`src/rtl/lif_scheduler.sv`:
```
`default_nettype none
// +----------------------------------------------------------------------------+
// | lif_scheduler                                                              |
// | Time-multiplexed leaky integrate-and-fire controller with AER spike output.|
// | Optional macro: LIF_SCHED_REFRACTORY_EN (one-timestep refractory period).  |
// | Revision: 1.0                                                              |
// +----------------------------------------------------------------------------+
module lif_scheduler #(
  parameter int N_NEURONS = 8,
  parameter int IDX_W     = 3
) (
  input  logic                 clk,
  input  logic                 rst,
  input  logic                 tick,
  input  logic [N_NEURONS-1:0] syn,
  input  logic [7:0]           weight,
  input  logic [7:0]           tau,
  input  logic [7:0]           threshold,
  input  logic                 spike_ready,
  output logic                 spike_valid,
  output logic [IDX_W-1:0]     spike_id,
  output logic                 busy,
  output logic                 done,
  output logic                 overrun,
  input  logic [IDX_W-1:0]     v_addr,
  output logic [7:0]           v_data
);

  localparam logic [1:0]       c_idle     = 2'd0;
  localparam logic [1:0]       c_update   = 2'd1;
  localparam logic [1:0]       c_done     = 2'd2;
  localparam logic [IDX_W-1:0] c_last_idx = IDX_W'(N_NEURONS - 1);

  logic [1:0]           r_state;
  logic [1:0]           w_state_next;
  logic [IDX_W-1:0]     r_idx;
  logic [7:0]           r_v [N_NEURONS];
  logic [N_NEURONS-1:0] r_syn;
  logic [7:0]           r_weight;
  logic [7:0]           r_tau;
  logic [7:0]           r_thr;
  logic                 r_spike_valid;
  logic [IDX_W-1:0]     r_spike_id;
  logic                 r_overrun;

  logic                 w_stall;
  logic                 w_process;
  logic                 w_last;
  logic                 w_integ;
  logic                 w_fire;
  logic [7:0]           w_v_cur;
  logic [7:0]           w_leak;
  logic [8:0]           w_sum;
  logic [7:0]           w_new;

  // A pending event blocks the datapath unless it is transferred this cycle.
  assign w_stall   = r_spike_valid && !spike_ready;
  assign w_process = (r_state == c_update) && !w_stall;
  assign w_last    = (r_idx == c_last_idx);
  assign w_v_cur   = r_v[r_idx];

`ifdef LIF_SCHED_REFRACTORY_EN
  logic [N_NEURONS-1:0] r_ref;

  assign w_integ = r_syn[r_idx] && !r_ref[r_idx];

  always_ff @(posedge clk) begin
    if (rst) begin
      r_ref <= '0;
    end else if (w_process) begin
      r_ref[r_idx] <= w_fire;
    end
  end
`else
  assign w_integ = r_syn[r_idx];
`endif

  assign w_leak = (w_v_cur > r_tau) ? (w_v_cur - r_tau) : 8'd0;
  assign w_sum  = {1'b0, w_leak} + {1'b0, (w_integ ? r_weight : 8'd0)};
  assign w_new  = w_sum[8] ? 8'hFF : w_sum[7:0];
  assign w_fire = (w_new >= r_thr);

  // FSM state register
  always_ff @(posedge clk) begin
    if (rst) begin
      r_state <= c_idle;
    end else begin
      r_state <= w_state_next;
    end
  end

  // FSM next-state logic; the DONE state makes a tick coincident with done ignorable.
  always_comb begin
    w_state_next = r_state;
    case (r_state)
      c_idle:   if (tick) w_state_next = c_update;
      c_update: if (w_process && w_last) w_state_next = c_done;
      c_done:   w_state_next = c_idle;
      default:  w_state_next = c_idle;
    endcase
  end

  // FSM outputs
  always_comb begin
    busy = 1'b0;
    done = 1'b0;
    case (r_state)
      c_update: busy = 1'b1;
      c_done:   done = 1'b1;
      default:  ;
    endcase
  end

  always_ff @(posedge clk) begin
    if (rst) begin
      r_idx         <= '0;
      r_syn         <= '0;
      r_weight      <= '0;
      r_tau         <= '0;
      r_thr         <= '0;
      r_spike_valid <= 1'b0;
      r_spike_id    <= '0;
      r_overrun     <= 1'b0;
      for (int i = 0; i < N_NEURONS; i++) begin
        r_v[i] <= '0;
      end
    end else begin
      if (r_state == c_idle && tick) begin
        r_idx    <= '0;
        r_syn    <= syn;
        r_weight <= weight;
        r_tau    <= tau;
        r_thr    <= threshold;
      end
      if (r_state == c_update && tick) begin
        r_overrun <= 1'b1;
      end
      if (w_process) begin
        r_v[r_idx] <= w_fire ? 8'd0 : w_new;
        r_idx      <= w_last ? '0 : r_idx + 1'b1;
      end
      if (w_process && w_fire) begin
        r_spike_valid <= 1'b1;
        r_spike_id    <= r_idx;
      end else if (r_spike_valid && spike_ready) begin
        r_spike_valid <= 1'b0;
      end
    end
  end

  assign spike_valid = r_spike_valid;
  assign spike_id    = r_spike_id;
  assign overrun     = r_overrun;
  assign v_data      = (v_addr <= c_last_idx) ? r_v[v_addr] : 8'd0;

endmodule
`default_nettype wire

```
`config.mk`:
```
export PLATFORM = sky130hd
export DESIGN_NAME = lif_scheduler
export DESIGN_NICKNAME = d
export VERILOG_FILES = /design/src/rtl/lif_scheduler.sv
export SDC_FILE = /design/constraint.sdc
export NUM_CORES = 1
export LEC_CHECK = 0
export CAP_MARGIN = 20
export CORE_UTILIZATION = 63
export DETAILED_ROUTE_END_ITERATION = 16
export PLACE_DENSITY = 0.86
export SYNTH_ARGS = -nofsm -noshare
export SYNTH_HDL_FRONTEND = slang
export SYNTH_SLANG_ARGS = --single-unit
```
`constraint.sdc`:
```
create_clock -name clk -period 8.8 [get_ports clk]
set_input_delay 0.88 -clock clk [delete_from_list [all_inputs] [get_ports clk]]
set_output_delay 0.88 -clock clk [all_outputs]
set_load 0.02 [all_outputs]
```
## After elaboration in Yosys (flattened, before gate mapping)

Memories as Yosys holds them, arrays and structs flattened. A register that Yosys moved wholly into a read port is not among the register bits.
Cells that the tools add are included.

| word-level totals | value |
|---|---|
| bits in registers | 42 |
| bits in writable memories | 64 |
| input bits | 39 |
| output and inout port bits | 15 |
| memories kept | 1 |

Memories:

| memory | words | width | read ports | clocked after Yosys merged registers in | write ports | line | RTL |
|---|---|---|---|---|---|---|---|
| r_v | 8 | 8 | 2 | 1 | 8 | 37 | `logic [7:0] r_v [N_NEURONS];` |

| operators by class | value |
|---|---|
| add/subtract/negate cells | 3 |
| magnitude comparators | 4 |
| eq/ne operators | 5 |
| muxes and demuxes | 27 |
| reductions and logical operators | 14 |

Operator list:

| kind | number |
|---|---|
| $mux 8 | 6 |
| $mux 3 | 6 |
| $mux 1 | 11 |
| $add 8x8->9 | 1 |
| $ge 8x8->1 | 1 |
| $gt 8x8->1 | 1 |
| $reduce_or 8->1 | 1 |
| $sub 8x8->8 | 1 |
| $logic_and 1x1->1 | 7 |
| $lt 3x4->1 const B | 1 |
| $mux 2 | 2 |
| $pmux 2 s2 | 1 |
| $reduce_bool 2->1 | 2 |
| $add 3x1->3 const B | 1 |
| $bmux 1 s3 | 1 |
| $eq 3x3->1 const B | 1 |
| $le 3x3->1 const B | 1 |
| $eq 2x1->1 const B | 1 |
| $eq 2x2->1 const B | 1 |
| $logic_not 1->1 | 2 |
| $logic_not 2->1 | 1 |
| $ne 2x1->1 const B | 1 |
| $ne 2x2->1 const B | 1 |
| $reduce_and 2->1 | 1 |

## Logic depth before layout (Yosys ltp)

Gate-level depths: netlist (run 1).

| depth | value |
|---|---|
| word-level depth | 9 |
| mapped depth | 26 |
| mapped depth without buffers | 21 |

## Worst setup path after synthesis (run 1)

Ideal clock, no wire load.

| path | value |
|---|---|
| path kind | flip-flop to flip-flop |
| start | register (tool-made name) |
| end | memory r_v[7][0], data pin |
| arrival time | 5.631 ns |
| data required time | 8.659 ns |
| path slack | 3.028 ns |
| stages on the path, launching flop included | 25 |
| path buffers | 4 |
| period minus slack after synthesis | 5.772 ns |
| path through | dfxtp_1 -> buf_2 -> buf_2 -> mux4_2 -> mux2_2 -> ha_1 -> a21o_1 -> a21oi_1 -> nor2b_1 -> o32ai_2 -> nor2_1 -> ha_1 -> fa_1 -> nand3_1 -> a21oi_1 -> nand2b_1 -> buf_2 -> nor2_2 -> ha_1 -> nand2b_4 -> a2111o_1 -> a31oi_4 -> buf_12 -> nand4_4 -> nor2_1 |

RTL lines:

| item | line |
|---|---|
| end, declared | 37 |

==> results of run 1 <==
-- final cells by class --
| class | count | area share |
|---|---|---|
| multi-input cells | 410 | 0.445 |
| clock inverters | 6 | 0.0110 |
| inverters | 25 | 0.0133 |
| repair buffers | 57 | 0.0900 |
| flip-flops and latches | 109 | 0.400 |
| clock buffers | 10 | 0.0181 |
| well taps | 129 | 0.0229 |
-- critical path: stages (launching register included) --
cell and delay [ns]:
dfxtp_1 0.66, buf_16 0.22, mux4_2 0.49, mux2_2 0.29
ha_1 0.35, a21o_1 0.20, a21oi_1 0.14, nor2b_1 0.07
o32ai_2 0.49, nor2_1 0.10, ha_1 0.24, fa_1 0.43
nand3_1 0.15, a21oi_1 0.10, nand2b_1 0.31, nor2_2 0.40
ha_1 0.31, nand2b_4 0.13, a2111o_1 0.43, a31oi_4 0.61
nand2_1 0.31, nor2_1 0.19
-- logic make-up after synthesis --
logic type | count (synthesis) | synth area share
and+or+nand+nor | 241 | 0.203
DFF | 109 | 0.455
AOI/OAI and AO/OA | 80 | 0.0800
buffers and inverters | 54 | 0.0374
muxes | 54 | 0.155
adders and majority gates | 29 | 0.0610
xor gates and xnor gates | 6 | 0.00848
-- final timing paths --
| kind | to | depth (start not counted) | slack (ns) |
|---|---|---|---|
| worst max-delay path | r_v[4][4] | 21 | 2.03 |
| worst min-delay path | r_weight[3] | 2 | 0.46 |
| worst max register to register | r_v[4][4] | 21 | 2.03 |
| worst min register to register | r_weight[3] | 2 | 0.46 |
-- where the power goes --
part	internal (mW)	total, mW	switching, mW
registers	0.565	0.584	0.0192
clock network	0.138	0.324	0.186
logic	0.179	0.478	0.299
-- placed cells by master, fill, tap and decap left out, drive strengths merged, types with 5 or more instances in the layout --
cell type       n
dfxtp          45
xor2            6
and2           12
clkbuf         10
buf             5
mux4           32
nor2           90
ha             27
nor3            9
mux2i           7
a21oi          49
mux2           15
edfxtp         64
nand3          11
nand4           7
clkdlybuf4s50  52
o21a            6
nand2b         18
inv            29
nand2          77
-- metal layers --
metal / up-vias / GRT usage
li1: 2119 / -
met1: 2162 / 0.397
met2: 220 / 0.501
met3: 33 / 0.0449
met4: 0 / 0.0981
met5: - / 0
-- cell usage after synthesis (4+ instances only) --
cell type	instances
nand4_4	4
xor2_1	6
inv_1	25
mux4_2	32
mux2_2	15
nor3_1	7
and2_1	12
mux2i_1	7
nor2_2	6
buf_2	7
o21ai_0	4
edfxtp_1	64
buf_1	6
nand2_1	77
a21oi_1	49
clkbuf_1	14
dfxtp_1	45
nand3_1	7
ha_1	27
o21a_1	6
nor2_1	83
nand2b_1	17
nand3_4	4
-- registers in the layout, indices dropped and copies added (netlist names), named ones only --
register / cells
r_v: 64
r_syn: 8
r_tau: 8
r_thr: 8
r_weight: 8
r_idx: 3
spike_id: 3
r_state: 2
overrun: 1
spike_valid: 1
-- stage by stage --
step | std cells | cell area, sq um
final | 746 | 7060
after global routing | 746 | 7060
after CTS | 742 | 6950
after detailed placement | 726 | 6750
after global placement | 726 | 6750
after floorplan | 573 | 6200
==> impl_metrics.json, run 1 <==
{
  "finalHoldViolCount": 0,
  "post-route-util": 0.754,
  "wl_met1_um": 5790,
  "grt_pass1_vias": 4414,
  "vias": 4534,
  "finalCritPeriodShare": 0.770,
  "status": "finished clean",
  "drc": 0,
  "synth_top_cell_area_share": 0.310,
  "cts_tree": "done",
  "start_kind": "flop",
  "wl_met2_um": 7200,
  "grt_pass1_wl_um": 22600,
  "p_total_mw": 1.39,
  "required_ns": 9.03,
  "htreeDepth": 3,
  "synth_top_flop_cell": "edfxtp_1",
  "place_hpwl_um": 10400,
  "ios": 54,
  "crit_fanout": 11,
  "finalSetupViolCount": 0,
  "routed_via_density": 6.08,
  "hp-start": "r_weight[3]",
  "root_buffer": "clkbuf_8",
  "rsz0062_at_grt": "false",
  "synth_cells": 573,
  "fillers": 634,
  "fmax_ghz": 0.148,
  "insertion_delay_ns": 0.38,
  "synth_top_area_cell": "edfxtp_1",
  "synth_edf_count": 64,
  "start_util": 0.661,
  "yosysSeqAreaShare": 0.455,
  "powerDensity_nw_per_um2": 196,
  "rows": 35,
  "setup_slack_ns": 2.03,
  "drive_above_1_share": 0.144,
  "ys_seq_elements": 109,
  "antenna_cells": 0,
  "die_y_um": 101,
  "die-area_sq_um": 10200,
  "worstSetupPathType": "reg -> reg",
  "drt_pass1_iterations": 7,
  "synthArstFlopShare": 0,
  "cap_violations": 0,
  "drt-wirelength-per-cell_um": 19.1,
  "slew_headroom": 0.341,
  "core_sq_um": 9370,
  "min-delay-path-class": "reg -> reg",
  "syn_area_per_cell_sq_um": 10.8,
  "pre_cts_slack_ns": 1.78,
  "period_needed_ns": 6.77,
  "wirelength_um": 14300,
  "cts_buffer_depth": 2,
  "final_antenna_net_count": 0,
  "cts_setup_buffers": 0,
  "end_kind": "flop",
  "area_delta_synth_final_pct": 14.0,
  "cts.repair.resized": 0,
  "ys_types": 56,
  "syn_area_sq_um": 6200,
  "grt-ovfl-total": 0,
  "clkTransAtPathRegs_ns": 0.11,
  "yosysWarnings": 0,
  "synthTopCellsByArea": "edfxtp_1 31%, dfxtp_1 15%, mux4_2 12%",
  "regArea_sq_um": 2820,
  "slew_violations": 0,
  "grt_max_degree": 55,
  "synth.net_count": 641,
  "hold_ws_ns": 0.458,
  "cts_sinks": 109,
  "peakVddDrop_v": 0.000122,
  "fin_nets": 680,
  "wl_met3_um": 902,
  "multi_input_area_sq_um": 3140,
  "die_x_um": 101,
  "gr-usage-all-layers": 0.297,
  "topRoutingLayerUsed": "met4",
  "power_leakage_nw": 2.63,
  "postCtsHoldBufs": 0,
  "place_congestion": 0.890,
  "initialDrtViolationCount": 402,
  "cts_inserted_buffers": 9,
  "crit_arrival_ns": 7.00,
  "worst_pin_slew_ns": 0.988,
  "fin_setup_tns_ns": 0,
  "io_buffers": 53,
  "antenna_found_initial": 0,
  "fin_worst_skew_ns": 0.00997
}
Power figures use the tool's default switching activity.
==> run 2: changes to the inputs <==
--- a/config.mk
+++ b/config.mk
@@ -6,9 +6,9 @@
 export NUM_CORES = 1
 export LEC_CHECK = 0
 export CAP_MARGIN = 20
-export CORE_UTILIZATION = 63
+export CORE_UTILIZATION = 53
 export DETAILED_ROUTE_END_ITERATION = 16
-export PLACE_DENSITY = 0.86
+export PLACE_DENSITY = 0.77
 export SYNTH_ARGS = -nofsm -noshare
 export SYNTH_HDL_FRONTEND = slang
 export SYNTH_SLANG_ARGS = --single-unit
==> constraint.sdc (replaced) <==
create_clock -name clk -period 5.9 [get_ports clk]
set_input_delay 0.59 -clock clk [delete_from_list [all_inputs] [get_ports clk]]
set_output_delay 0.59 -clock clk [all_outputs]
set_load 0.02 [all_outputs]
==> impl_metrics.json, run 2 (synthesis results as in run 1) <==
{
  "drt-wirelength-per-cell_um": 18.4,
  "core_sq_um": 11400,
  "die_x_um": 110,
  "fin_nets": 704,
  "mostFrequentLayoutCells": "77 x nor2_1, 77 x nand2_1, 64 x edfxtp_1, 52 x clkdlybuf4s50_1, 48 x a21oi_1",
  "cts_tree": "done",
  "largest_register_ffs": 64,
  "path_buf_inv": 5,
  "fin_worst_skew_ns": 0.00558,
  "start_kind": "flop",
  "grt_pass1_vias": 4634,
  "end_kind": "flop",
  "die_y_um": 110,
  "cts_inserted_buffers": 9,
  "power_leakage_nw": 2.80,
  "io_buffers": 53,
  "drive_above_1_share": 0.201,
  "worst_pin_slew_ns": 1.03,
  "powerDensity_nw_per_um2": 321,
  "grt-ovfl-total": 0,
  "routed_via_density": 5.89,
  "pre_cts_slack_ns": -0.0109,
  "htreeDepth": 3,
  "slowest_delay_ns": 0.51,
  "finalSetupViolCount": 0,
  "finalCritPeriodShare": 0.961,
  "cts_sinks": 109,
  "gr-usage-all-layers": 0.250,
  "drt_pass1_iterations": 5,
  "die-area_sq_um": 12100,
  "hold_ws_ns": 0.455,
  "area_delta_synth_final_pct": 19.5,
  "place_hpwl_um": 10200,
  "place_inst": 755,
  "period_needed_ns": 5.67,
  "cp_slowest_cell": "mux4_2",
  "wirelength_um": 14400,
  "place_congestion": 0.929,
  "start_util": 0.543,
  "worst_path_most_repeated_cell": "buf_4",
  "final_antenna_net_count": 0,
  "initialDrtViolationCount": 366,
  "path_delay_family": "compound AO/OA/AOI/OAI gates",
  "postCtsHoldBufs": 0,
  "clkTransAtPathRegs_ns": 0.07,
  "slew_headroom": 0.315,
  "antenna_found_initial": 0,
  "insertion_delay_ns": 0.35,
  "fmax_ghz": 0.176,
  "setup_slack_ns": 0.230,
  "fin_cells": 784,
  "ios": 54,
  "grt_max_degree": 55,
  "crit_arrival_ns": 5.87,
  "crit_fanout": 8,
  "peakVddDrop_v": 0.000169,
  "min-delay-path-class": "reg -> reg",
  "regMostFlops": "r_v",
  "grt_pass1_wl_um": 22500,
  "vias": 4620,
  "drc": 0,
  "rsz0062_at_grt": "false",
  "rows": 39,
  "root_buffer": "clkbuf_16",
  "cap_violations": 0,
  "hp-start": "r_weight[6]",
  "cts_buffer_depth": 2,
  "path_cells": "buf_12 > mux4_2 > mux2_2 > ha_2 > a21o_1 > a21oi_1 > nor2b_1 > o32ai_2 > buf_4 > nor2_1 > ha_1 > fa_2 > nand3_1 > a21oi_1 > nand2b_1 > buf_4 > nor2_2 > inv_1 > ha_1 > a2111o_1 > a31oi_4 > buf_4 > nand4_4 > nor2_1",
  "slew_violations": 0,
  "status": "finished clean",
  "finalHoldViolCount": 0,
  "worstSetupPathType": "reg -> reg",
  "required_ns": 6.10,
  "antenna_cells": 0
}
run 2: changes by cell type in the layout (fill, tap and decap cells not counted), moves of 3 or more:
| cell | change |
|---|---|
| clkbuf_8 | -9 |
| nor2_2 | +6 |
| clkbuf_16 | +11 |
| ha_1 | -3 |
| ha_2 | +3 |
| buf_4 | +22 |
| buf_16 | -3 |
| nor2_1 | -6 |
run 2: timing repair:
action,CTS,global route
gates cloned,0,1
resized for setup,1,17
pin swaps,1,4
buffers inserted,3,7
endpoints found under the setup margin,39,68
run 2: worst reg2reg max path, cell delays in order, from the launching register on:
cell,delay [ns]
dfxtp_2,0.39
buf_12,0.16
mux4_2,0.51
mux2_2,0.28
ha_2,0.30
a21o_1,0.20
a21oi_1,0.17
nor2b_1,0.08
o32ai_2,0.34
buf_4,0.20
nor2_1,0.05
ha_1,0.22
fa_2,0.37
nand3_1,0.13
a21oi_1,0.09
nand2b_1,0.18
buf_4,0.18
nor2_2,0.12
inv_1,0.07
ha_1,0.27
a2111o_1,0.41
a31oi_4,0.26
buf_4,0.17
nand4_4,0.20
nor2_1,0.16
run 2: path summary, 6_finish.rpt:
check                end  slack (ns)  depth (start not counted)
min reg2reg  r_weight[6]        0.45                          2
max reg2reg    r_v[7][0]        0.23                         24
max            r_v[7][0]        0.23                         24
min          r_weight[6]        0.45                          2
run 2: metrics by stage:
step	TNS (ns)	area (sq um)	power, mW	utilization
6_report	0	7400	2.38	0.648
5_1_grt	0	7400	2.48	0.648
4_1_cts	0	7230	2.31	0.633
3_5_place_dp	-0.0109	6890	1.63	0.603
3_3_place_gp	0	6890	1.61	0.603
2_1_floorplan	0	6200	1.42	-
run 2: final cells by class:
cell class                 count  area (sq um)
sequential                   109          2820
multi-input combinational    410          3190
clock buffer                  10           250
timing repair buffer          81           801
inverter                      25          93.8
clock inverter                 6          67.6
tap                          143           179
fill                         907          4010
run 2: metal layers:
metal,routed length [um],share of wire,GRT usage
met5,0,0,0
met4,416,0.029,0.117
met3,749,0.052,0.0447
met2,7240,0.50,0.423
met1,6010,0.42,0.312
run 2: report_power, final:
part	switching (mW)	total [mW]	internal [mW]
clock	0.283	0.642	0.358
combinational	0.486	0.867	0.381
sequential	0.0243	0.867	0.842
total	0.794	2.38	1.58
